--- src/rtl/morse_pattern_player.sv ---
// Morse-style pattern player: plays a latched 2-bit symbol pattern on a buzzer
// pin as a gated square-wave tone, with one-shot or auto-repeat playback,
// Stop abort, Busy/Done handshake and selectable pin polarity.
module morse_pattern_player #(
  parameter int MAX_SYMBOLS      = 16,
  parameter int UNIT_CYCLES      = 2500000,
  parameter int TONE_HALF_CYCLES = 10000,
  parameter int REPEAT_GAP_UNITS = 7,
  parameter int OUT_ACTIVE_LOW   = 1
) (
  input  logic                                 CLK,
  input  logic                                 RST,
  input  logic                                 Start,
  input  logic                                 Stop,
  input  logic                                 Repeat,
  input  logic [2*MAX_SYMBOLS-1:0]             Pattern,
  input  logic [$clog2(MAX_SYMBOLS+1)-1:0]     Pattern_Len,
  output logic                                 Pin_Out,
  output logic                                 Busy,
  output logic                                 Done,
  output logic [$clog2(MAX_SYMBOLS)-1:0]       Sym_Idx
);

  localparam int LEN_W     = $clog2(MAX_SYMBOLS + 1);
  localparam int IDX_W     = $clog2(MAX_SYMBOLS);
  localparam int UC_W      = $clog2(UNIT_CYCLES);
  localparam int TC_W      = (TONE_HALF_CYCLES > 1) ? $clog2(TONE_HALF_CYCLES) : 1;
  localparam int MAX_UNITS = (REPEAT_GAP_UNITS > 3) ? REPEAT_GAP_UNITS : 3;
  localparam int UN_W      = $clog2(MAX_UNITS + 1);
  localparam logic PIN_IDLE = (OUT_ACTIVE_LOW != 0);

  localparam logic [1:0] SYM_END  = 2'b00;
  localparam logic [1:0] SYM_DASH = 2'b10;
  localparam logic [1:0] SYM_GAP  = 2'b11;

  typedef enum logic [2:0] {
    IDLE,
    FETCH,
    TONE,
    SILENCE,
    REP_GAP
  } state_t;

  state_t                 state_q, state_d;
  logic                   done_q, done_d;
  logic [2*MAX_SYMBOLS-1:0] pattern_q;
  logic [LEN_W-1:0]       len_q;
  logic                   repeat_q;
  logic [1:0]             sym_q;
  logic [LEN_W-1:0]       idx_q;
  logic [UC_W-1:0]        unit_cnt_q;
  logic [UN_W-1:0]        units_q;
  logic [TC_W-1:0]        tone_cnt_q;
  logic                   drive_q;
  logic                   pin_q;

  logic [LEN_W-1:0]       len_clamped;
  logic [1:0]             cur_code;
  logic [UN_W-1:0]        target_units;
  logic                   unit_end;
  logic                   phase_done;
  logic                   start_accept;
  logic                   timed_state;
  logic                   drive_eff;

  assign len_clamped  = (Pattern_Len > LEN_W'(MAX_SYMBOLS)) ? LEN_W'(MAX_SYMBOLS) : Pattern_Len;
  // An index equal to MAX_SYMBOLS shifts everything out and reads as the end code.
  assign cur_code     = 2'(pattern_q >> {idx_q, 1'b0});
  assign unit_end     = (unit_cnt_q == UC_W'(UNIT_CYCLES - 1));
  assign phase_done   = unit_end && (units_q == target_units - UN_W'(1));
  assign start_accept = Start && !Stop && (state_q == IDLE);
  assign timed_state  = (state_q == TONE) || (state_q == SILENCE) || (state_q == REP_GAP);
  assign drive_eff    = (state_q == TONE) && drive_q;

  // Length in units of the current timed state.
  always_comb begin
    target_units = UN_W'(1);
    case (state_q)
      TONE:    if (sym_q == SYM_DASH) target_units = UN_W'(3);
      SILENCE: if (sym_q == SYM_GAP)  target_units = UN_W'(2);
      REP_GAP: target_units = UN_W'(REPEAT_GAP_UNITS);
      default: ;
    endcase
  end

  // Next-state and Done decode; Stop overrides everything below it.
  always_comb begin
    // NOTE: every output of a combinational block gets a default first, so no
    // path leaves it unassigned and no latch is inferred.
    state_d = state_q;
    done_d  = 1'b0;
    case (state_q)
      IDLE: begin
        if (Start) begin
          if (len_clamped == '0) done_d  = 1'b1;
          else                   state_d = FETCH;
        end
      end
      FETCH: begin
        if ((idx_q == len_q) || (cur_code == SYM_END)) begin
          if (repeat_q) begin
            state_d = REP_GAP;
          end else begin
            state_d = IDLE;
            done_d  = 1'b1;
          end
        end else if (cur_code == SYM_GAP) begin
          state_d = SILENCE;
        end else begin
          state_d = TONE;
        end
      end
      TONE:    if (phase_done) state_d = SILENCE;
      SILENCE: if (phase_done) state_d = FETCH;
      REP_GAP: if (phase_done) state_d = FETCH;
      default: state_d = IDLE;
    endcase
    if (Stop) begin
      state_d = IDLE;
      done_d  = (state_q != IDLE);
    end
  end

  // State, latched command, timing counters, tone phase and registered pin.
  always_ff @(posedge CLK) begin
    // NOTE: sequential state uses non-blocking assignments so every register
    // samples pre-edge values regardless of statement order.
    if (RST) begin
      state_q    <= IDLE;
      done_q     <= 1'b0;
      pattern_q  <= '0;
      len_q      <= '0;
      repeat_q   <= 1'b0;
      sym_q      <= SYM_END;
      idx_q      <= '0;
      unit_cnt_q <= '0;
      units_q    <= '0;
      tone_cnt_q <= '0;
      drive_q    <= 1'b0;
      pin_q      <= PIN_IDLE;
    end else begin
      state_q <= state_d;
      done_q  <= done_d;

      if (start_accept) begin
        pattern_q <= Pattern;
        len_q     <= len_clamped;
        repeat_q  <= Repeat;
      end

      if (state_q == FETCH) sym_q <= cur_code;

      if (state_d == IDLE)                              idx_q <= '0;
      else if (state_q == SILENCE && state_d == FETCH)  idx_q <= idx_q + LEN_W'(1);
      else if (state_q == REP_GAP && state_d == FETCH)  idx_q <= '0;

      if (state_d != state_q) begin
        unit_cnt_q <= '0;
        units_q    <= '0;
      end else if (timed_state) begin
        if (unit_end) begin
          unit_cnt_q <= '0;
          units_q    <= units_q + UN_W'(1);
        end else begin
          unit_cnt_q <= unit_cnt_q + UC_W'(1);
        end
      end

      if (state_d == TONE && state_q != TONE) begin
        tone_cnt_q <= '0;
        drive_q    <= 1'b1;
      end else if (state_q == TONE) begin
        if (tone_cnt_q == TC_W'(TONE_HALF_CYCLES - 1)) begin
          tone_cnt_q <= '0;
          drive_q    <= ~drive_q;
        end else begin
          tone_cnt_q <= tone_cnt_q + TC_W'(1);
        end
      end else begin
        drive_q <= 1'b0;
      end

      // Stop silences the pin immediately instead of one cycle later.
      pin_q <= Stop ? PIN_IDLE : (drive_eff ^ PIN_IDLE);
    end
  end

  assign Pin_Out = pin_q;
  assign Busy    = (state_q != IDLE);
  assign Done    = done_q;
  assign Sym_Idx = idx_q[IDX_W-1:0];

endmodule
--- config.mk ---
export PLATFORM = sky130hd
export DESIGN_NAME = morse_pattern_player
export DESIGN_NICKNAME = d
export VERILOG_FILES = /design/src/rtl/morse_pattern_player.sv
export SDC_FILE = /design/constraint.sdc
export NUM_CORES = 1
export LEC_CHECK = 0
export CAP_MARGIN = 15
export CORE_UTILIZATION = 30
export DETAILED_ROUTE_END_ITERATION = 12
export MAX_ROUTING_LAYER = met4
export PLACE_DENSITY_LB_ADDON = 0.08
export SETUP_SLACK_MARGIN = 0.15
export SYNTH_ARGS = -nofsm -noshare
export SYNTH_HDL_FRONTEND = slang
export SYNTH_SLANG_ARGS = --single-unit
--- constraint.sdc ---
create_clock -name CLK -period 7.4 [get_ports CLK]
set_clock_uncertainty 0.2 [all_clocks]
set_input_delay 1.48 -clock CLK [delete_from_list [all_inputs] [get_ports CLK]]
set_output_delay 1.48 -clock CLK [all_outputs]
set_load 0.02 [all_outputs]
==> flow_metrics.env, run 1 <==
export IMPL_finalMaxSlewViolations=0
export IMPL_numPortBuffers=48
export IMPL_min_period_ns=4.26
export IMPL_cp_top_family="compound AO/OA/AOI/OAI gates"
export IMPL_worst_path_max_delay_cell="a221o_1"
export IMPL_htreeDepth=3
export IMPL_drive_above_1_share=0.0844
export IMPL_synth_adder_area_share=0.0141
export IMPL_clk_latency_ns=0.35
export IMPL_cp_num_buf_inv=1
export IMPL_grtUsageTotal=0.155
export IMPL_holdBufCountCts=0
export IMPL_grt_pass1_vias=3589
export IMPL_finalCritPeriodShare=0.576
export IMPL_clk_pin_slew_ns=0.06
export IMPL_synth_xor_area_share=0.0711
export IMPL_synth_top_family_by_area="simple AND/OR/NAND/NOR gates"
export IMPL_syn_cell_area_sq_um=4440
export IMPL_p_per_area_nw_per_um2=201
export IMPL_rsz0062_at_grt="no"
export IMPL_multi_input_area_sq_um=2440
export IMPL_grt_ovfl_total=0
export IMPL_max_freq_mhz=235
export IMPL_dp_cells=737
export IMPL_yosysWarnings=0
export IMPL_setup_viol=0
export IMPL_antenna_left=0
export IMPL_clockBufferDepth=2
export IMPL_ys_seq_area_frac=0.406
export IMPL_status="complete, no violations"
export IMPL_ys_types=54
export IMPL_ys_ff_latch=90
export IMPL_syn_inst=536
export IMPL_area_growth_pct=20.0
export IMPL_die_y_um=124
export IMPL_critPathMaxStageDelay_ns=0.91
export IMPL_nets=611
export IMPL_yosys_area_share_simple=0.268
export IMPL_grt_first_pass_wirelength_mm=17.7
export IMPL_vdd_drop_max_v=0.000105
export IMPL_tritoncts="done"
export IMPL_rows=44
export IMPL_clock_tree_root_cell="clkbuf_16"
export IMPL_hold_violations=0
export IMPL_gp_congestion=0.788
export IMPL_dieWidth_um=124
export IMPL_via_count=3784
export IMPL_core_area_sq_um=14500
export IMPL_synthArstFlopShare=0
export IMPL_grt_max_degree=50
export IMPL_start_kind="input port"
export IMPL_drt_total_wl_mm=10.8
export IMPL_synth_edf_count=0
export IMPL_diodes=0
export IMPL_critPathCaptureType="flop"
export IMPL_tns_ns=0
export IMPL_synth_ff_type="dfxtp_1"
export IMPL_arrival_ns=4.25
export IMPL_clock_sinks=90
export IMPL_fin_cells=753
export IMPL_slew_limit_headroom=0.263
export IMPL_cp_data_required_time_ns=7.38
export IMPL_route_detailed_drc=0
export IMPL_worst_slew_pin_slew_ns=1.11
export IMPL_synth_area_per_cell_sq_um=8.28
export IMPL_leakage_nw=1.83
export IMPL_wl_per_cell_um=14.4
export IMPL_die_area_sq_um=15300
export IMPL_synth_mux_area_frac=0.0429
export IMPL_num_io_pins=49
export IMPL_dp_hpwl_mm=7.26
export IMPL_final_util=0.368
export IMPL_hp_class="flop to flop"
export IMPL_cts_buffers=9
export IMPL_regArea_sq_um=1800
export IMPL_path_cells="clkdlybuf4s50_1 -> or4_1 -> o211ai_1 -> a21oi_1 -> a21o_2 -> o21ai_2 -> a221o_1 -> nor3_1"
export IMPL_synth_fp_nets=583
export IMPL_synth_compound_area_frac=0.154
export IMPL_total_power_mw=1.07
export IMPL_antenna_found_initial=0
export IMPL_cts_resized=0
export IMPL_critPathKind="input port to flop"
export IMPL_drt_iter0_drc=142
export IMPL_drv_cap=0
export IMPL_post_cts_buffers=0
export IMPL_vias_per_cell=5.03
export IMPL_dr_pass1_iters=4
export IMPL_num_fill_cells=1513
export IMPL_start_util=0.306
export IMPL_crit_fanout=25
==> state kept, by name, indices dropped and copies added (netlist names), 2 cells and up <==
register	cells
pattern_q	32
unit_cnt_q	22
tone_cnt_q	14
idx_q	5
len_q	5
state_q	3
units_q	3
sym_q	2
==> metal layers <==
metal,up-vias,part of all wire,global-route usage
met5,-,0,-
met4,0,0.014,0.0550
met3,13,0.034,0.0403
met2,53,0.48,0.253
met1,1777,0.47,0.183
li1,1941,-,-
==> cells in the mapped netlist, drive strengths merged, types with 4 or more instances <==
library cell,count,area (sq um)
nand4,7,43.8
nand3b,7,52.6
nand2b,6,37.5
buf,13,88.8
and3,14,87.6
mux4,4,90.1
a21oi,57,289
nor4b,4,35.0
nor4,11,109
nor3b,6,56.3
xor2,20,175
clkbuf,22,82.6
mux2,8,90.1
nor2,41,154
inv,6,22.5
a31oi,4,25.0
o21ai,18,93.8
nor3,21,110
nand2,96,360
a211oi,5,37.5
dfxtp,90,1800
or3,4,25.0
ha,5,62.6
nand3,10,50.1
xnor2,16,140
o22ai,7,43.8
==> final timing paths <==
| kind | start | slack, ns | cells after the start | end |
|---|---|---|---|---|
| setup / recovery | Pattern_Len[1] | 3.14 | 8 | unit_cnt_q[6] |
| hold / removal | drive_q | 0.21 | 1 | Pin_Out |
| setup reg to reg | state_q[1] | 3.29 | 10 | unit_cnt_q[17] |
| hold reg to reg | drive_q | 0.21 | 1 | Pin_Out |
==> cell type report <==
| cell class | count | share of cell area |
|---|---|---|
| sequential | 90 | 0.338 |
| clock buffer | 11 | 0.0456 |
| clock inverter | 5 | 0.0146 |
| tap | 184 | 0.0432 |
| inverter | 6 | 0.00423 |
| multi-input combinational | 405 | 0.459 |
| timing repair buffer | 52 | 0.0949 |
==> placed cells by master, fill, tap and decap left out, types with 3 or more instances in the layout <==
cell,count
inv_1,6
or3_1,4
a21oi_1,56
clkbuf_16,9
clkdlybuf4s50_1,47
or4_1,3
mux4_2,4
xor2_1,20
ha_1,5
nor4_1,6
o22ai_1,7
nor4b_1,4
nand2b_1,6
a22oi_1,3
xnor2_1,16
nor3_1,20
dfxtp_1,90
mux2_2,8
nor2_1,40
a211oi_1,5
nor2b_1,3
nand4_1,7
buf_4,4
and3_1,14
nor3b_1,5
nand2_1,96
o21ai_0,17
nor4_2,4
nand3_1,10
a31oi_1,4
nand3b_1,7
==> stage by stage <==
stage | setup WS (ns) | cell area, sq um | hold slack (ns)
final | 3.14 | 5320 | 0.213
after global routing | 2.94 | 5320 | 0.231
after CTS | 3.16 | 5320 | 0.216
after detailed placement | 2.78 | 5000 | 0.201
after global placement | 2.85 | 5000 | 0.202
after floorplan | 3.78 | 4440 | 0.180
==> report_power, final <==
group	total [mW]	internal (mW)	leakage (nW)	switching (mW)
sequential	0.500	0.494	0.729	0.00556
clock	0.498	0.304	0.156	0.194
combinational	0.0729	0.0354	0.948	0.0375
==> kinds of logic after synthesis <==
kind of cell | after synthesis
buffers and inverters | 41
DFF | 90
adders and majority gates | 5
and+or+nand+nor | 237
muxes | 13
xor gates and xnor gates | 36
AOI/OAI and AO/OA | 114
No activity file was read; power rests on OpenSTA's default activity.
==> inputs of run 2 (changes only) <==
==> constraint.sdc (replaced) <==
create_clock -name CLK -period 3.8 [get_ports CLK]
set_clock_uncertainty 0.2 [all_clocks]
set_input_delay 0.76 -clock CLK [delete_from_list [all_inputs] [get_ports CLK]]
set_output_delay 0.76 -clock CLK [all_outputs]
set_load 0.02 [all_outputs]
==> run 2 against run 1 <==
Against the previous run:
- hold slack better by 0.0018 ns
- sequential share of layout area is 0.50 points lower
- count of clock-buffer cells in the layout stayed put
- largest power group is now clock
- sequential power rose by 95%
- total power increased by 98%
- register-to-register slack worse by 2.8 ns
- clock power grew 100%
- setup slack got worse by 2.7 ns
- first-iteration DRC count up 11%
- via count grew 0.98%
- critical path depth up 3
==> flow_metrics.env, run 2 (synthesized netlist as in run 1, its figures left out) <==
export IMPL_arrival_ns=3.38
export IMPL_r2r_start="state_q[1]"
export IMPL_num_io_pins=49
export IMPL_largest_reg_flops=32
export IMPL_clkPwrFrac=0.474
export IMPL_clk_pin_slew_ns=0.06
export IMPL_numPortBuffers=48
export IMPL_pwr_share_seq=0.458
export IMPL_multi_input_area_sq_um=2440
export IMPL_num_fill_cells=1503
export IMPL_die_area_sq_um=15300
export IMPL_setup_viol=0
export IMPL_tritoncts="done"
export IMPL_finalMaxSlewViolations=0
export IMPL_antenna_found_initial=0
export IMPL_vias_per_cell=5.01
export IMPL_clockBufferDepth=2
export IMPL_drt_iter0_drc=157
export IMPL_rsz0062_at_grt="no"
export IMPL_dr_pass1_iters=4
export IMPL_crit_fanout=25
export IMPL_gp_congestion=0.762
export IMPL_design_area_sq_um=5410
export IMPL_finalCritPeriodShare=0.879
export IMPL_min_period_ns=3.34
export IMPL_start_kind="flop"
export IMPL_whs_ns=0.215
export IMPL_grt_first_pass_wirelength_mm=17.9
export IMPL_start_util=0.306
export IMPL_clk_latency_ns=0.34
export IMPL_worst_slew_pin_slew_ns=0.940
export IMPL_diodes=0
export IMPL_total_power_mw=2.12
export IMPL_cp_data_required_time_ns=3.84
export IMPL_largest_register="pattern_q"
export IMPL_switching_share=0.211
export IMPL_drt_total_wl_mm=10.8
export IMPL_slew_limit_headroom=0.373
export IMPL_regArea_sq_um=1800
export IMPL_hp_class="flop to flop"
export IMPL_cts_buffers=9
export IMPL_htreeDepth=3
export IMPL_critPathCaptureType="flop"
export IMPL_via_count=3821
export IMPL_place_area_sq_um=5070
export IMPL_final_common_cell="nand2_1"
export IMPL_drive_above_1_share=0.0986
export IMPL_tns_ns=0
export IMPL_die_y_um=124
export IMPL_worstSetupStartpoint="state_q[1]"
export IMPL_power_frac_comb=0.068
export IMPL_antenna_left=0
export IMPL_core_area_sq_um=14500
export IMPL_nets=620
export IMPL_grt_ovfl_total=0
export IMPL_vdd_drop_max_v=0.000211
export IMPL_final_util=0.373
export IMPL_critPathKind="flop to flop"
export IMPL_reg_top3="pattern_q: 32 flops, unit_cnt_q: 22 flops, tone_cnt_q: 14 flops"
export IMPL_post_cts_buffers=0
export IMPL_clock_tree_root_cell="clkbuf_16"
export IMPL_dieWidth_um=124
export IMPL_grtUsageTotal=0.155
export IMPL_hold_path_startpoint="drive_q"
export IMPL_intPower_mw=1.68
export IMPL_switching_power_mw=0.447
export IMPL_final_cell_mix="nand2_1, dfxtp_1, a21oi_1"
export IMPL_dp_hpwl_mm=7.28
export IMPL_status="complete, no violations"
export IMPL_grt_max_degree=50
export IMPL_drv_cap=0
export IMPL_clock_sinks=90
export IMPL_route_detailed_drc=0
export IMPL_grt_pass1_vias=3645
export IMPL_rows=44
export IMPL_leakage_nw=1.89
export IMPL_area_growth_pct=21.9
export IMPL_max_freq_mhz=299
export IMPL_hold_violations=0
export IMPL_wl_per_cell_um=14.1
export IMPL_p_per_area_nw_per_um2=393
==> run 2: changes by cell type in the layout (fill, tap and decap cells not counted) <==
cell       before  now
dfxtp_1        90   89
clkbuf_1        1    2
dfxtp_2         0    1
clkbuf_8        1    0
clkinv_2        2    1
bufinv_16       2    3
buf_4           4   13
==> run 2: layout make-up <==
cell class                 instances  area share
multi-input combinational        405       0.452
tap                              184      0.0426
clock inverter                     5      0.0190
sequential                        90       0.333
inverter                           6     0.00416
clock buffer                      11      0.0430
timing repair buffer              61       0.106
==> run 2: power groups by stage <==
stage	clock, mW	sequential, mW	combinational (mW)
after floorplan	0	0.992	0.0797
after global placement	0	0.994	0.146
after detailed placement	0	0.994	0.146
after CTS	1.05	0.973	0.147
after global routing	1.08	0.974	0.160
final	1.01	0.973	0.145
==> run 2: final timing paths <==
kind              endpoint  slack [ns]  cells past startpoint
min                Pin_Out        0.21                      1
max          unit_cnt_q[3]        0.46                     11
min reg2reg        Pin_Out        0.21                      1
max reg2reg  unit_cnt_q[3]        0.46                     11
==> run 2: metal layers <==
metal,vias up,global-route usage,share of wire
li1,1961,-,-
met1,1792,0.195,0.48
met2,58,0.242,0.48
met3,10,0.0266,0.027
met4,0,0.0723,0.012
met5,-,-,0
==> run 2: through the flow <==
stage	worst slack [ns]	instances
after CTS	0.424	762
after global routing	0.163	762
after global placement	0.402	746
after floorplan	0.581	536
final	0.460	762
after detailed placement	0.354	746
==> run 2: critical path, stage by stage (launching register included) <==
cell	delay (ns)
dfxtp_1	0.52
nor2b_1	0.22
a31oi_1	0.12
ha_1	0.20
xnor2_1	0.17
xnor2_1	0.12
nor4_4	0.45
a21o_2	0.25
o21ai_2	0.09
a221o_1	0.36
buf_4	0.23
nor4b_1	0.29
==> run 2: repair_timing <==
action	4_1_cts	5_1_grt
gates resized for setup	0	1
endpoints found under the setup margin	0	3
hold buffers	0	0
==> inputs of run 3 (changes only) <==
--- a/config.mk
+++ b/config.mk
@@ -10,6 +10,7 @@
 export DETAILED_ROUTE_END_ITERATION = 12
 export MAX_ROUTING_LAYER = met4
 export PLACE_DENSITY_LB_ADDON = 0.08
+export REMOVE_ABC_BUFFERS = 1
 export SETUP_SLACK_MARGIN = 0.15
 export SYNTH_ARGS = -nofsm -noshare
 export SYNTH_HDL_FRONTEND = slang
==> run 3 against run 2 <==
Against the previous run:
- hold slack got worse by 0.0077 ns
- non-clock buffer count increased by 1
- die area unchanged
- utilization decreased by 0.16 points
- clock power decreased by 9%
- sequential share of layout area increased by 0.12 points
- cell count unchanged
- maximum frequency increased by 1.9%
- setup slack improved by 0.064 ns
- first-iteration DRC count increased by 24%
- critical endpoint unchanged
- largest cell class unchanged
- highest routed layer unchanged
==> flow_metrics.env, run 3 (synthesized netlist as in run 1, its figures left out) <==
export IMPL_max_freq_mhz=305
export IMPL_die_area_sq_um=15300
export IMPL_drv_cap=0
export IMPL_r2r_start="state_q[1]"
export IMPL_setup_viol=0
export IMPL_largest_register="pattern_q"
export IMPL_rsz0062_at_grt="no"
export IMPL_clockBufferDepth=2
export IMPL_die_y_um=124
export IMPL_worst_r2r_cell_count=11
export IMPL_total_power_mw=2.04
export IMPL_cts_resized=0
export IMPL_final_util=0.372
export IMPL_dieWidth_um=124
export IMPL_largest_reg_flops=32
export IMPL_vdd_drop_max_v=0.000248
export IMPL_route_detailed_drc=0
export IMPL_min_period_ns=3.28
export IMPL_grt_first_pass_wirelength_mm=17.6
export IMPL_vias_per_cell=5.00
export IMPL_critPathKind="flop to flop"
export IMPL_leakage_nw=1.88
export IMPL_worst_slew_pin_slew_ns=0.832
export IMPL_dr_pass1_iters=4
export IMPL_nets=621
export IMPL_gp_congestion=0.801
export IMPL_core_area_sq_um=14500
export IMPL_grt_ovfl_total=0
export IMPL_cts_buffers=9
export IMPL_critPathMaxStageDelay_ns=0.52
export IMPL_clk_pin_slew_ns=0.06
export IMPL_min_path_cells=1
export IMPL_rows=44
export IMPL_antenna_left=0
export IMPL_start_util=0.306
export IMPL_crit_top_cell="xnor2_1"
export IMPL_crit_reg2reg_capture="unit_cnt_q[3]"
export IMPL_hp_class="flop to flop"
export IMPL_hold_violations=0
export IMPL_reg_top3="pattern_q: 32 flops, unit_cnt_q: 22 flops, tone_cnt_q: 14 flops"
export IMPL_start_kind="flop"
export IMPL_post_cts_buffers=0
export IMPL_r2r_setup_slack_ns=0.52
export IMPL_dp_hpwl_mm=7.24
export IMPL_area_growth_pct=21.3
export IMPL_slew_limit_headroom=0.443
export IMPL_holdBufCountCts=0
export IMPL_drt_total_wl_mm=10.6
export IMPL_grt_pass1_vias=3572
export IMPL_grtUsageTotal=0.153
export IMPL_num_io_pins=49
export IMPL_finalMaxSlewViolations=0
export IMPL_tns_ns=0
export IMPL_critPathCaptureType="flop"
export IMPL_finalCritPeriodShare=0.862
export IMPL_wl_per_cell_um=13.9
export IMPL_grt_max_degree=39
export IMPL_numPortBuffers=48
export IMPL_clk_latency_ns=0.34
export IMPL_hold_path_startpoint="drive_q"
export IMPL_drive_above_1_share=0.0986
export IMPL_status="complete, no violations"
export IMPL_cp_data_required_time_ns=3.85
export IMPL_crit_fanout=25
export IMPL_final_cell_mix="nand2_1, dfxtp_1, a21oi_1"
export IMPL_clock_tree_root_cell="clkbuf_16"
export IMPL_worstHoldEndpoint="Pin_Out"
export IMPL_clock_sinks=90
export IMPL_diodes=0
export IMPL_worst_path_max_delay_cell="dfxtp_1"
export IMPL_tritoncts="done"
export IMPL_arrival_ns=3.33
export IMPL_antenna_found_initial=0
export IMPL_num_fill_cells=1549
export IMPL_via_count=3812
export IMPL_htreeDepth=3
export IMPL_final_common_cell="nand2_1"
export IMPL_drt_iter0_drc=194
export IMPL_p_per_area_nw_per_um2=378
export IMPL_cp_num_buf_inv=1
export IMPL_path_cells="nor2b_1 -> a31oi_1 -> ha_1 -> xnor2_1 -> xnor2_1 -> nor4_4 -> a21o_2 -> o21ai_2 -> a221o_1 -> buf_4 -> nor4b_1"
export IMPL_cp_top_family="simple AND/OR/NAND/NOR gates"
run 3: changes by cell type in the layout (fill, tap and decap cells not counted), sizes merged:
| cell | change |
|---|---|
| clkbuf | +2 |
| bufinv | -2 |
| clkinvlp | -1 |
| buf | +1 |
run 3: worst max-delay path by stage:
stage                              start              to  cells after the start
after floorplan               state_q[1]   unit_cnt_q[3]                     10
after global placement    Pattern_Len[1]  tone_cnt_q[13]                      9
after detailed placement  Pattern_Len[1]  tone_cnt_q[13]                      9
after CTS                     state_q[1]   unit_cnt_q[3]                     11
after global routing          state_q[1]   unit_cnt_q[5]                     11
final                         state_q[1]   unit_cnt_q[3]                     11
run 3: layout make-up:
| cell class | instances | area, sq um | share of cell area |
|---|---|---|---|
| Timing Repair Buffer | 62 | 581 | 0.108 |
| Tap cell | 184 | 230 | 0.0428 |
| Clock buffer | 13 | 270 | 0.0502 |
| Inverter | 6 | 22.5 | 0.00418 |
| Multi-Input combinational cell | 405 | 2440 | 0.454 |
| Clock inverter | 2 | 35.0 | 0.00651 |
| Sequential cell | 90 | 1800 | 0.335 |
run 3: per-layer routing:
layer	global-route usage	share of wire	vias to the layer above
li1	-	-	1955
met2	0.242	0.47	55
met1	0.190	0.48	1793
met4	0.0520	0.014	0
met5	-	0	-
met3	0.0385	0.032	9
run 3: per-stage QoR:
step / area, sq um / setup WS [ns] / std cells / hold slack (ns)
floorplan: 4270 / 0.461 / 501 / 0.180
global placement: 5080 / 0.368 / 747 / 0.200
detailed placement: 5080 / 0.345 / 747 / 0.199
finish: 5380 / 0.524 / 762 / 0.207
global route: 5380 / 0.262 / 762 / 0.236
CTS: 5380 / 0.486 / 762 / 0.214
run 3: where the power goes:
group	switching, mW	internal [mW]	total (mW)
clock	0.360	0.559	0.919
sequential	0.0101	0.963	0.973
combinational	0.0728	0.0713	0.144
==> patch (settings of run 2) <==
Register the outputs `Busy` and `Sym_Idx`; this adds one clock of latency there. The other outputs are not delayed to match.
--- a/src/rtl/morse_pattern_player.sv
+++ b/src/rtl/morse_pattern_player.sv
@@ -186,8 +186,10 @@
   end
 
   assign Pin_Out = pin_q;
-  assign Busy    = (state_q != IDLE);
   assign Done    = done_q;
-  assign Sym_Idx = idx_q[IDX_W-1:0];
+  always_ff @(posedge CLK) begin
+    Busy    <= (state_q != IDLE);
+    Sym_Idx <= idx_q[IDX_W-1:0];
+  end
 
 endmodule
Function: changed (a bounded check fails within 4 cycles, from zero or initial values and one cycle with RST high).
==> patch against run 2 <==
- the run now ends with design-rule violations left
- setup slack better by 0.0067 ns
- sequential cell count up 5
- routed wire length up 6.6%
- via count up 4.4%
- sequential power up 6%
- count of clock-buffer cells in the layout up 1
- area after synthesis up 3.3%
- power down 6.9%
- synthesized cell count up 3.2%
- global-route usage up 0.74 points
- final area up 2.8%
- critical path type unchanged
==> patch: results (changes against run 2) <==
| Metric | Value |
|---|---|
| Status | complete, but fails checks (was complete, no violations) |
| Failing checks | design-rule violations |
| Adder-cell area share of the yosys netlist | 1.37% (was 1.41%) |
| Worst R2R End | idx_q[2] (was unit_cnt_q[3]) |
| Internal Pwr Total | 1.52 mW (was 1.68 mW) |
| Drt first pass iters | 8 (was 4) |
| Worst R2R Setup Slack | 0.47 ns |
| Crit path max fanout | 14 (was 25) |
| Drt drc | 2 (was 0) |
| FF-to-FF path depth | 7 (was 11) |
| Ys async rst share | 0% (unchanged) |
| Hold Crit Start | drive_q (unchanged) |
| Top Registers | pattern_q x32, unit_cnt_q x22, tone_cnt_q x14 (unchanged) |
| Largest net degree at the start of global routing | 39 (was 50) |
| Drt via density | 5.06 (was 5.01) |
| CP max stage cell | dfxtp_1 (unchanged) |
| # placed instances | 774 (was 746) |
| Global Route Usage Sum | 16.3% (was 15.5%) |
| Initial drt markers | 228 (was 157) |
| GP Congestion | 0.784 (was 0.762) |
| Synth cell count leaders | 116 x nand2_1, 95 x dfxtp_1, 49 x a21oi_1 (was 96 x nand2_1, 90 x dfxtp_1, 56 x a21oi_1) |
| XOR/XNOR Fraction of Synth Area | 7.45% (was 7.11%) |
| Slowest stage delay, CP | 0.73 ns (was 0.52 ns) |
| Crit path arrival time | 3.40 ns (was 3.38 ns) |
| Hpwl dp | 8270 um (was 7280 um) |
| Latest clock arrival within the worst-skew pair | 0.35 ns |
| Syn nets | 600 (was 583) |
| CTS root buf | clkbuf_16 (unchanged) |
| Mean post-synth cell area | 8.29 um2 (was 8.28 um2) |
| Final Non-Filler Cells | 788 (was 762) |
| Nets | 648 (was 620) |
| Layout cell share with drive strength beyond 1 | 8.94% (was 9.86%) |
| Post-synthesis compound-gate area fraction | 13.1% (was 15.4%) |
| Leak pwr | 1.96 nW (was 1.89 nW) |
| Hold Path End | Pin_Out (unchanged) |
| First-pass GRT wire length | 19800 um (was 17900 um) |
| Register area share after synthesis | 41.5% (was 40.6%) |
| CTS clk-pin slew, worst paths | 0.06 ns (about the same) |
| Mux cell area share after synthesis | 5.16% (was 4.29%) |
| Number of distinct library cells after synthesis | 57 (was 54) |
| Vias in the first global route | 4003 (was 3645) |
| Peak VDD IR | 0.000219 V (was 0.000211 V) |
| Placed cell areas | 5310 um2 (was 5070 um2) |
| Post-CTS Setup Bufs | 0 (unchanged) |
| Slew @ Worst Pin | 0.673 ns (was 0.940 ns) |
| Top cells by area, synth | dfxtp_1 42%, nand2_1 9.5%, a21oi_1 5.4% (was dfxtp_1 41%, nand2_1 8.1%, a21oi_1 6.3%) |
| Worst hold path class | reg -> reg (unchanged) |
| Worst r2r src | idx_q[2] (was state_q[1]) |
| Avg WL per Cell | 14.6 um (was 14.1 um) |
==> patch: cell count changes after synthesis, sizes merged, moves of 5 or more <==
cell,delta
mux2,-6
nor3,+13
nor2,-6
and3,-5
o22ai,-7
a21oi,-8
buf,-6
o21ai,-10
a211oi,+7
nand2,+20
nand3,+14
dfxtp,+5
xnor2,+5
==> patch: kinds of logic after synthesis <==
family,after synthesis
flip-flops,95
XOR/XNOR,39
adder cells (fa/ha/maj),5
multiplexers,13
AO/OA/AOI/OAI,97
AND/OR/NAND/NOR,267
buffers and inverters,37
==> patch: final cells by class <==
cell class | count | area [um2]
sequential | 95 | 1900
timing repair buffer | 70 | 641
inverter | 4 | 15.0
clock inverter | 2 | 10.0
clock buffer | 12 | 236
tap | 184 | 230
fill | 1530 | 9140
multi-input combinational | 421 | 2520
==> patch: power groups by stage <==
stage	logic [mW]	registers, mW	clock network [mW]
2_1_floorplan	0.0807	1.05	0
3_3_place_gp	0.153	1.05	0
3_5_place_dp	0.154	1.05	0
4_1_cts	0.154	1.03	0.834
5_1_grt	0.170	1.03	0.874
6_report	0.152	1.03	0.797
==> patch: routing by layer <==
| metal | vias up | wire, um | part of all wire, % | global-route usage, % |
|---|---|---|---|---|
| li1 | 2040 | - | - | - |
| met1 | 1884 | 5730 | 50 | 20.8 |
| met2 | 56 | 5230 | 46 | 25.3 |
| met3 | 10 | 389 | 3.4 | 4.19 |
| met4 | 0 | 127 | 1.1 | 4.45 |
| met5 | - | 0 | 0 | - |
==> patch: worst max path at each step <==
| stage | cells after the start | startpoint | endpoint | slack [ns] |
|---|---|---|---|---|
| floorplan | 12 | state_q[1] | idx_q[1] | 0.54 |
| global placement | 9 | Pattern_Len[1] | units_q[1] | 0.31 |
| detailed placement | 9 | Pattern_Len[1] | units_q[1] | 0.25 |
| CTS | 8 | idx_q[0] | idx_q[2] | 0.43 |
| global route | 9 | unit_cnt_q[0] | idx_q[1] | 0.23 |
| finish | 7 | idx_q[2] | idx_q[2] | 0.47 |
==> patch: stage by stage <==
stage	hold WS (ns)	utilization, %	worst slack [ns]
after floorplan	0.153	-	0.544
after global placement	0.223	36.1	0.306
after detailed placement	0.207	36.1	0.247
after CTS	0.225	37.8	0.429
after global routing	0.241	37.8	0.228
final	0.227	37.8	0.467
